==> config.mk <==
export PLATFORM = sky130hd
export DESIGN_NAME = clkgen
export DESIGN_NICKNAME = d
export VERILOG_FILES = /design/src/rtl/clkgen_pkg.sv /design/src/rtl/clkgen_acc.sv /design/src/rtl/clkgen.sv
export SDC_FILE = /design/constraint.sdc
export NUM_CORES = 1
export LEC_CHECK = 0
export CORE_MARGIN = 2
export CORE_UTILIZATION = 60
export CTS_CLUSTER_DIAMETER = 80
export CTS_CLUSTER_SIZE = 16
export DETAILED_ROUTE_END_ITERATION = 10
export DONT_BUFFER_PORTS = 1
export MAX_ROUTING_LAYER = met4
export PLACE_DENSITY = 0.76
export SKIP_CTS_REPAIR_TIMING = 1
export SLEW_MARGIN = 15
export SYNTH_ARGS = -nofsm -noshare
export SYNTH_HDL_FRONTEND = slang
export SYNTH_HIERARCHICAL = 1
export SYNTH_SLANG_ARGS = --single-unit
==> constraint.sdc <==
create_clock -name clk -period 6.4 [get_ports clk]
set_clock_uncertainty 0.2 [all_clocks]
set_input_delay 1.92 -clock clk [delete_from_list [all_inputs] [get_ports clk]]
set_output_delay 1.92 -clock clk [all_outputs]
set_load 0.03 [all_outputs]
==> src/rtl/clkgen_pkg.sv <==
// clkgen_pkg: definitions shared by the clock generator.
//   state_t    - FSM state encoding
//   acc_width  - phase accumulator width for a given reference frequency
//   sum_width  - width of the accumulator adder, wide enough for acc + 2*inc
package clkgen_pkg;

  localparam int INC_W = 8;

  typedef enum logic [1:0] {
    ST_IDLE = 2'd0,
    ST_RUN  = 2'd1,
    ST_PEND = 2'd2,
    ST_STOP = 2'd3
  } state_t;

  function automatic int acc_width(input int clk_mhz);
    return $clog2(clk_mhz) + 1;
  endfunction

  // The adder must hold acc (< clk_mhz) plus a doubled 8-bit increment.
  function automatic int sum_width(input int clk_mhz);
    int aw;
    aw = acc_width(clk_mhz);
    return ((aw > INC_W + 1) ? aw : INC_W + 1) + 1;
  endfunction

endpackage

==> src/rtl/clkgen_acc.sv <==
// clkgen_acc: phase accumulator, modulo compare/subtract and out_clk toggle flop.
//   clk, rst_n - reference clock, async active-low reset
//   step       - advance the accumulator by 2*inc this cycle
//   clr        - force acc and out_clk to 0 (takes priority over step)
//   inc        - active increment in MHz
//   out_clk    - generated clock (registered)
//   rise, fall - this cycle's step toggles out_clk 0->1 / 1->0
module clkgen_acc
  import clkgen_pkg::*;
#(
  parameter int CLK_MHZ = 100
) (
  input  logic             clk,
  input  logic             rst_n,
  input  logic             step,
  input  logic             clr,
  input  logic [INC_W-1:0] inc,
  output logic             out_clk,
  output logic             rise,
  output logic             fall
);

  localparam int AW = acc_width(CLK_MHZ);
  localparam int SW = sum_width(CLK_MHZ);
  localparam logic [SW-1:0] MOD = SW'(CLK_MHZ);

  logic [AW-1:0] acc;
  logic [SW-1:0] sum;
  logic [SW-1:0] wrapped;
  logic          tgl;

  // Two phase units per MHz: out_clk toggles twice per output period.
  always_comb begin
    sum     = SW'(acc) + SW'({inc, 1'b0});
    wrapped = sum - MOD;
    tgl     = step && (sum >= MOD);
  end

  assign rise = tgl && !out_clk;
  assign fall = tgl && out_clk;

  always_ff @(posedge clk or negedge rst_n) begin
    if (!rst_n) begin
      acc     <= '0;
      out_clk <= 1'b0;
    end else if (clr) begin
      acc     <= '0;
      out_clk <= 1'b0;
    end else if (step) begin
      if (tgl) begin
        acc     <= AW'(wrapped);
        out_clk <= ~out_clk;
      end else begin
        acc <= AW'(sum);
      end
    end
  end

endmodule

==> src/rtl/clkgen.sv <==
// clkgen: programmable-frequency clock generator from a reference clock.
//   clk, rst_n        - reference clock, async active-low reset
//   en                - run request (level)
//   freq_valid/ready  - frequency change handshake, freq_mhz = new value (0 stops)
//   freq_err          - sticky: an out-of-range request was rejected
//   out_clk           - generated clock, registered
//   out_stb           - one-cycle pulse on the cycle out_clk rises
//   running           - high in RUN or PEND
//   edge_cnt          - out_clk rising edge count, wraps
//
// state | meaning
// IDLE  | out_clk low, acc held at 0; waits for en with a nonzero increment
// RUN   | accumulating; new frequency requests accepted
// PEND  | accumulating; accepted request waits for the next out_clk fall
// STOP  | en dropped; finishes the current high phase, then IDLE
module clkgen
  import clkgen_pkg::*;
#(
  parameter int CLK_MHZ = 100,
  parameter int OUT_MHZ = 30
) (
  input  logic             clk,
  input  logic             rst_n,
  input  logic             en,
  input  logic             freq_valid,
  input  logic [INC_W-1:0] freq_mhz,
  output logic             freq_ready,
  output logic             freq_err,
  output logic             out_clk,
  output logic             out_stb,
  output logic             running,
  output logic [15:0]      edge_cnt
);

  localparam logic [INC_W:0] CLK_LIM = (INC_W + 1)'(CLK_MHZ);

  state_t           state;
  state_t           state_nxt;
  logic [INC_W-1:0] inc;
  logic [INC_W-1:0] pend;
  logic             pend_flag;
  logic             step;
  logic             acc_clr;
  logic             load_inc;
  logic             rise;
  logic             fall;
  logic             hs;
  logic             freq_ok;
  logic [INC_W:0]   freq_x2;

  // freq_mhz = 0 passes this test too, which is what "stop" needs.
  assign freq_x2 = {freq_mhz, 1'b0};
  assign freq_ok = (freq_x2 <= CLK_LIM);
  assign hs      = freq_valid && freq_ready;
  assign running = (state == ST_RUN) || (state == ST_PEND);

  clkgen_acc #(
    .CLK_MHZ(CLK_MHZ)
  ) u_acc (
    .clk    (clk),
    .rst_n  (rst_n),
    .step   (step),
    .clr    (acc_clr),
    .inc    (inc),
    .out_clk(out_clk),
    .rise   (rise),
    .fall   (fall)
  );

  always_ff @(posedge clk or negedge rst_n) begin
    if (!rst_n) state <= ST_IDLE;
    else        state <= state_nxt;
  end

  always_comb begin
    state_nxt  = state;
    step       = 1'b0;
    acc_clr    = 1'b0;
    freq_ready = 1'b0;
    load_inc   = 1'b0;
    case (state)
      ST_IDLE: begin
        freq_ready = 1'b1;
        acc_clr    = 1'b1;
        if (en && (inc != '0)) state_nxt = ST_RUN;
      end
      ST_RUN: begin
        freq_ready = 1'b1;
        step       = 1'b1;
        if (!en)                  state_nxt = ST_STOP;
        else if (hs && freq_ok)   state_nxt = ST_PEND;
      end
      ST_PEND: begin
        step = 1'b1;
        if (!en) begin
          state_nxt = ST_STOP;
        end else if (fall) begin
          // Switch on the low transition so no phase is shortened.
          acc_clr   = 1'b1;
          load_inc  = 1'b1;
          state_nxt = (pend == '0) ? ST_IDLE : ST_RUN;
        end
      end
      ST_STOP: begin
        if (!out_clk) begin
          acc_clr   = 1'b1;
          load_inc  = pend_flag;
          state_nxt = ST_IDLE;
        end else begin
          step = 1'b1;
          if (fall) begin
            acc_clr   = 1'b1;
            load_inc  = pend_flag;
            state_nxt = ST_IDLE;
          end
        end
      end
      default: state_nxt = ST_IDLE;
    endcase
  end

  // Handshakes only happen in IDLE/RUN and loads only in PEND/STOP,
  // so the two updates of inc never collide.
  always_ff @(posedge clk or negedge rst_n) begin
    if (!rst_n) begin
      inc       <= INC_W'(OUT_MHZ);
      pend      <= '0;
      pend_flag <= 1'b0;
      freq_err  <= 1'b0;
    end else begin
      if (hs) begin
        if (freq_ok) begin
          pend <= freq_mhz;
          if (state == ST_IDLE) inc       <= freq_mhz;
          else                  pend_flag <= 1'b1;
        end else begin
          freq_err <= 1'b1;
        end
      end
      if (load_inc) begin
        inc       <= pend;
        pend_flag <= 1'b0;
      end
    end
  end

  always_ff @(posedge clk or negedge rst_n) begin
    if (!rst_n) begin
      out_stb  <= 1'b0;
      edge_cnt <= '0;
    end else begin
      out_stb <= rise;
      if (rise) edge_cnt <= edge_cnt + 16'd1;
    end
  end

endmodule
==> out/summary.txt <==
Setup crit end kind: flop
Final wirelength: 5600 µm
Post-layout nets: 283
Layout Cells excl Fill: 308
DPL Wire Length: 4080 µm
Initial antenna violation count: 0
Placed Cells: 300
Critical Path Start: inc[0]$_DFFE_PN0P_
Cell Pwr Density: 568 nW/µm²
Fmax: 0.212 GHz
Slew headroom: 44.2%
Warnings from Yosys: 6
CTS sink cnt: 45
Core ar.: 4410 µm²
Synth Flop Type: dfrtp_1
Run status: finished clean
Number of diodes: 0
Post-Syn Nets: 283
R2R Path End: u_acc/acc[5]$_DFFE_PN0N_
Multi-input logic area: 1560 µm²
GRT overflow: 0
Routed Antenna Nets: 0
HP Start: pend[7]$_DFFE_PN0P_
Final Max Slew Viols: 0
Post-synth EDFFs: 0
Root Buffer: clkbuf_8
Top Ports: 33
Crit Path Category: flop to flop
Pleak: 1.33 nW
DR iter-0 viols: 129
MaxCap Viol Count: 0
Worst flop-to-flop path startpoint: inc[0]$_DFFE_PN0P_
Final hold vios: 0
Fillers: 360
PortBufs: 0
Via count: 1917
Mapped Cells: 255
Die Span Y: 72.2 µm
Setup violators final: 0
Cell area after synthesis: 2790 µm²
Cell Rows: 24
CTS tree: built
Worst hold endpoint: pend[7]$_DFFE_PN0P_
Htree depth: 2
FF+latch area: 1130 µm²
Hold Path Class: flop to flop
Setup TNS: 0 ps
RSZ-0062 raised after global routing: no
CTS Buffer Depth: 2
FFs w/ async S/R, synth: 100%
CP Data Required Time: 6380 ps
Reg2reg setup slack: 1680 ps
Largest net degree at the start of global routing: 46
Layout cells sized above 1: 17.6%
Min Tclk post-route: 4720 ps
Number of synthesized register bits: 45
Reg2Reg Depth: 14
First-pass GRT wire length: 9590 µm
Synthesis-to-finish area growth: 4.35%
Vias per cell: 6.22
Crit start category: flop
Clk_lat worst skew: 310 ps
Die W: 72.2 µm
Total CTS buffers: 5
Final GP Congestion: 0.846
DRC viols: 0
Worst hold stages: 1
Pre-Repair DR Iteration Count: 4
Maximum vdd drop: 0.319 mV
Seq/Total Area, Yosys: 40.5%
Avg Cell Area, Syn: 10.9 µm²
Routed WL per cell: 18.2 µm
Initial Util: 63.2%
Fin crit share: 73.7%
WP data arrival: 4700 ps
Tightest Pin Transition: 833 ps
Crit path max fanout: 11
Die Footprint: 5210 µm²
Yosys cell types: 63
Vias in the first global route: 1967
Clk pin slew, worst setup/hold paths: 100 ps
Tot GR Track Use: 24.7%
metrics by stage:
stage                     setup slack (ps)  hold WS, ps  cell area [µm²]  total power, W  util [%]
after floorplan                       2700          270             2790         0.00131         -
after global placement                1950          297             2800         0.00139      63.4
after detailed placement              1760          305             2800         0.00142      63.4
after CTS                             1710          331             2910         0.00165      66.0
after global routing                  1350          370             2910         0.00178      66.0
final                                 1680          330             2910         0.00165      66.0
how the worst max path moves through the flow:
stage	to	slack [ps]	cells after the start
4_1_cts	u_acc/acc[5]$_DFFE_PN0N_	1710	14
3_3_place_gp	u_acc/acc[5]$_DFFE_PN0N_	1950	14
5_1_grt	u_acc/acc[5]$_DFFE_PN0N_	1350	14
3_5_place_dp	u_acc/acc[5]$_DFFE_PN0N_	1760	14
2_1_floorplan	u_acc/acc[5]$_DFFE_PN0N_	2700	16
6_report	u_acc/acc[5]$_DFFE_PN0N_	1680	14
power by group:
group          total (W)  switching [W]  internal (W)  leakage [nW]
Sequential      0.000524       0.000137      0.000387         0.572
Clock           0.000226       0.000107      0.000119        0.0591
Combinational   0.000905       0.000523      0.000381         0.702
final cells by class:
cell class | count | share of cell area, %
clock buffer | 5 | 2.36
tap | 52 | 2.23
multi-input combinational | 193 | 53.7
clock inverter | 3 | 1.63
sequential | 45 | 38.8
inverter | 10 | 1.29
per-layer routing:
metal  vias up  global-route usage [%]  wire length, µm
met5         -                       -                0
met4         0                    6.29               59
met3         6                    5.28              234
met2        40                    39.4             2720
met1       939                    32.2             2590
li1        932                       -                -
logic make-up (layout without fill, tap and decap cells):
family / after synthesis / in the layout / share of synthesized area [%]
AOI/OAI and AO/OA: 52 / 52 / 16.6
DFF: 45 / 45 / 40.5
adders and majority gates: 16 / 16 / 7.44
xor gates and xnor gates: 20 / 20 / 6.28
buffers and inverters: 17 / 18 / 3.50
and+or+nand+nor: 83 / 83 / 15.9
muxes: 22 / 22 / 9.77
placed cells by master, fill, tap and decap left out, types with 4 or more instances in the layout:
| master | netlist | routed |
|---|---|---|
| xor2_1 | 12 | 12 |
| nor2_1 | 24 | 24 |
| dfrtp_1 | 41 | 41 |
| nand2_1 | 13 | 13 |
| or4_1 | 4 | 4 |
| and2_1 | 4 | 4 |
| a21oi_1 | 8 | 8 |
| ha_1 | 15 | 15 |
| mux2_1 | 8 | 8 |
| clkbuf_8 | 0 | 5 |
| nor3_1 | 4 | 4 |
| mux2_2 | 6 | 6 |
| xnor2_1 | 8 | 8 |
| mux2_4 | 7 | 7 |
| nand3_1 | 8 | 8 |
| inv_1 | 10 | 10 |
| dfstp_2 | 4 | 4 |
| a211oi_2 | 4 | 4 |
| nand4_1 | 5 | 5 |
registers in the layout, indices dropped and copies added (netlist names):
| signal | cells |
|---|---|
| u_acc/out_clk | 1 |
| pend_flag | 1 |
| pend | 8 |
| state | 2 |
| inc | 8 |
| u_acc/acc | 7 |
| edge_cnt | 16 |
| out_stb | 1 |
| freq_err | 1 |
worst max-delay path: stages, from the launching register on:
cell and delay [ps]:
dfrtp_1 410, ha_1 260, fa_1 450, xnor2_1 360, ha_1 200, or2b_2 290
a311oi_2 670, o21ai_4 110, nor2_1 300, a211oi_1 130, a21oi_1 560, nand2b_1 330
nor2_1 60, a22oi_1 160, nand3_1 100
cells in the mapped netlist, types with 2 or more instances:
master | n | area share, %
and3_1 | 3 | 0.67
nor4_1 | 3 | 0.67
mux2_1 | 8 | 3.2
a311oi_2 | 2 | 1.1
dfstp_2 | 4 | 3.8
buf_6 | 3 | 1.2
or4_1 | 4 | 1.1
xor2_1 | 12 | 3.8
nor3_1 | 4 | 0.72
nand2_1 | 13 | 1.7
mux2_4 | 7 | 3.8
o21ai_4 | 2 | 1.2
a22oi_1 | 2 | 0.54
a21o_1 | 2 | 0.54
nor2_1 | 24 | 3.2
o22ai_1 | 3 | 0.67
a211oi_1 | 2 | 0.54
o21ai_0 | 3 | 0.54
o21bai_1 | 3 | 0.81
or2_1 | 2 | 0.45
ha_1 | 15 | 6.7
inv_1 | 10 | 1.3
o21ai_1 | 2 | 0.36
a211oi_2 | 4 | 1.8
dfrtp_1 | 41 | 37
o211ai_2 | 2 | 0.90
mux2_2 | 6 | 2.4
and2_1 | 4 | 0.90
and4_1 | 2 | 0.63
nand3_1 | 8 | 1.4
o211ai_1 | 3 | 0.81
nand4_1 | 5 | 1.1
xnor2_1 | 8 | 2.5
buf_4 | 3 | 0.81
a21oi_1 | 8 | 1.4
No activity file was read; power rests on OpenSTA's default activity.
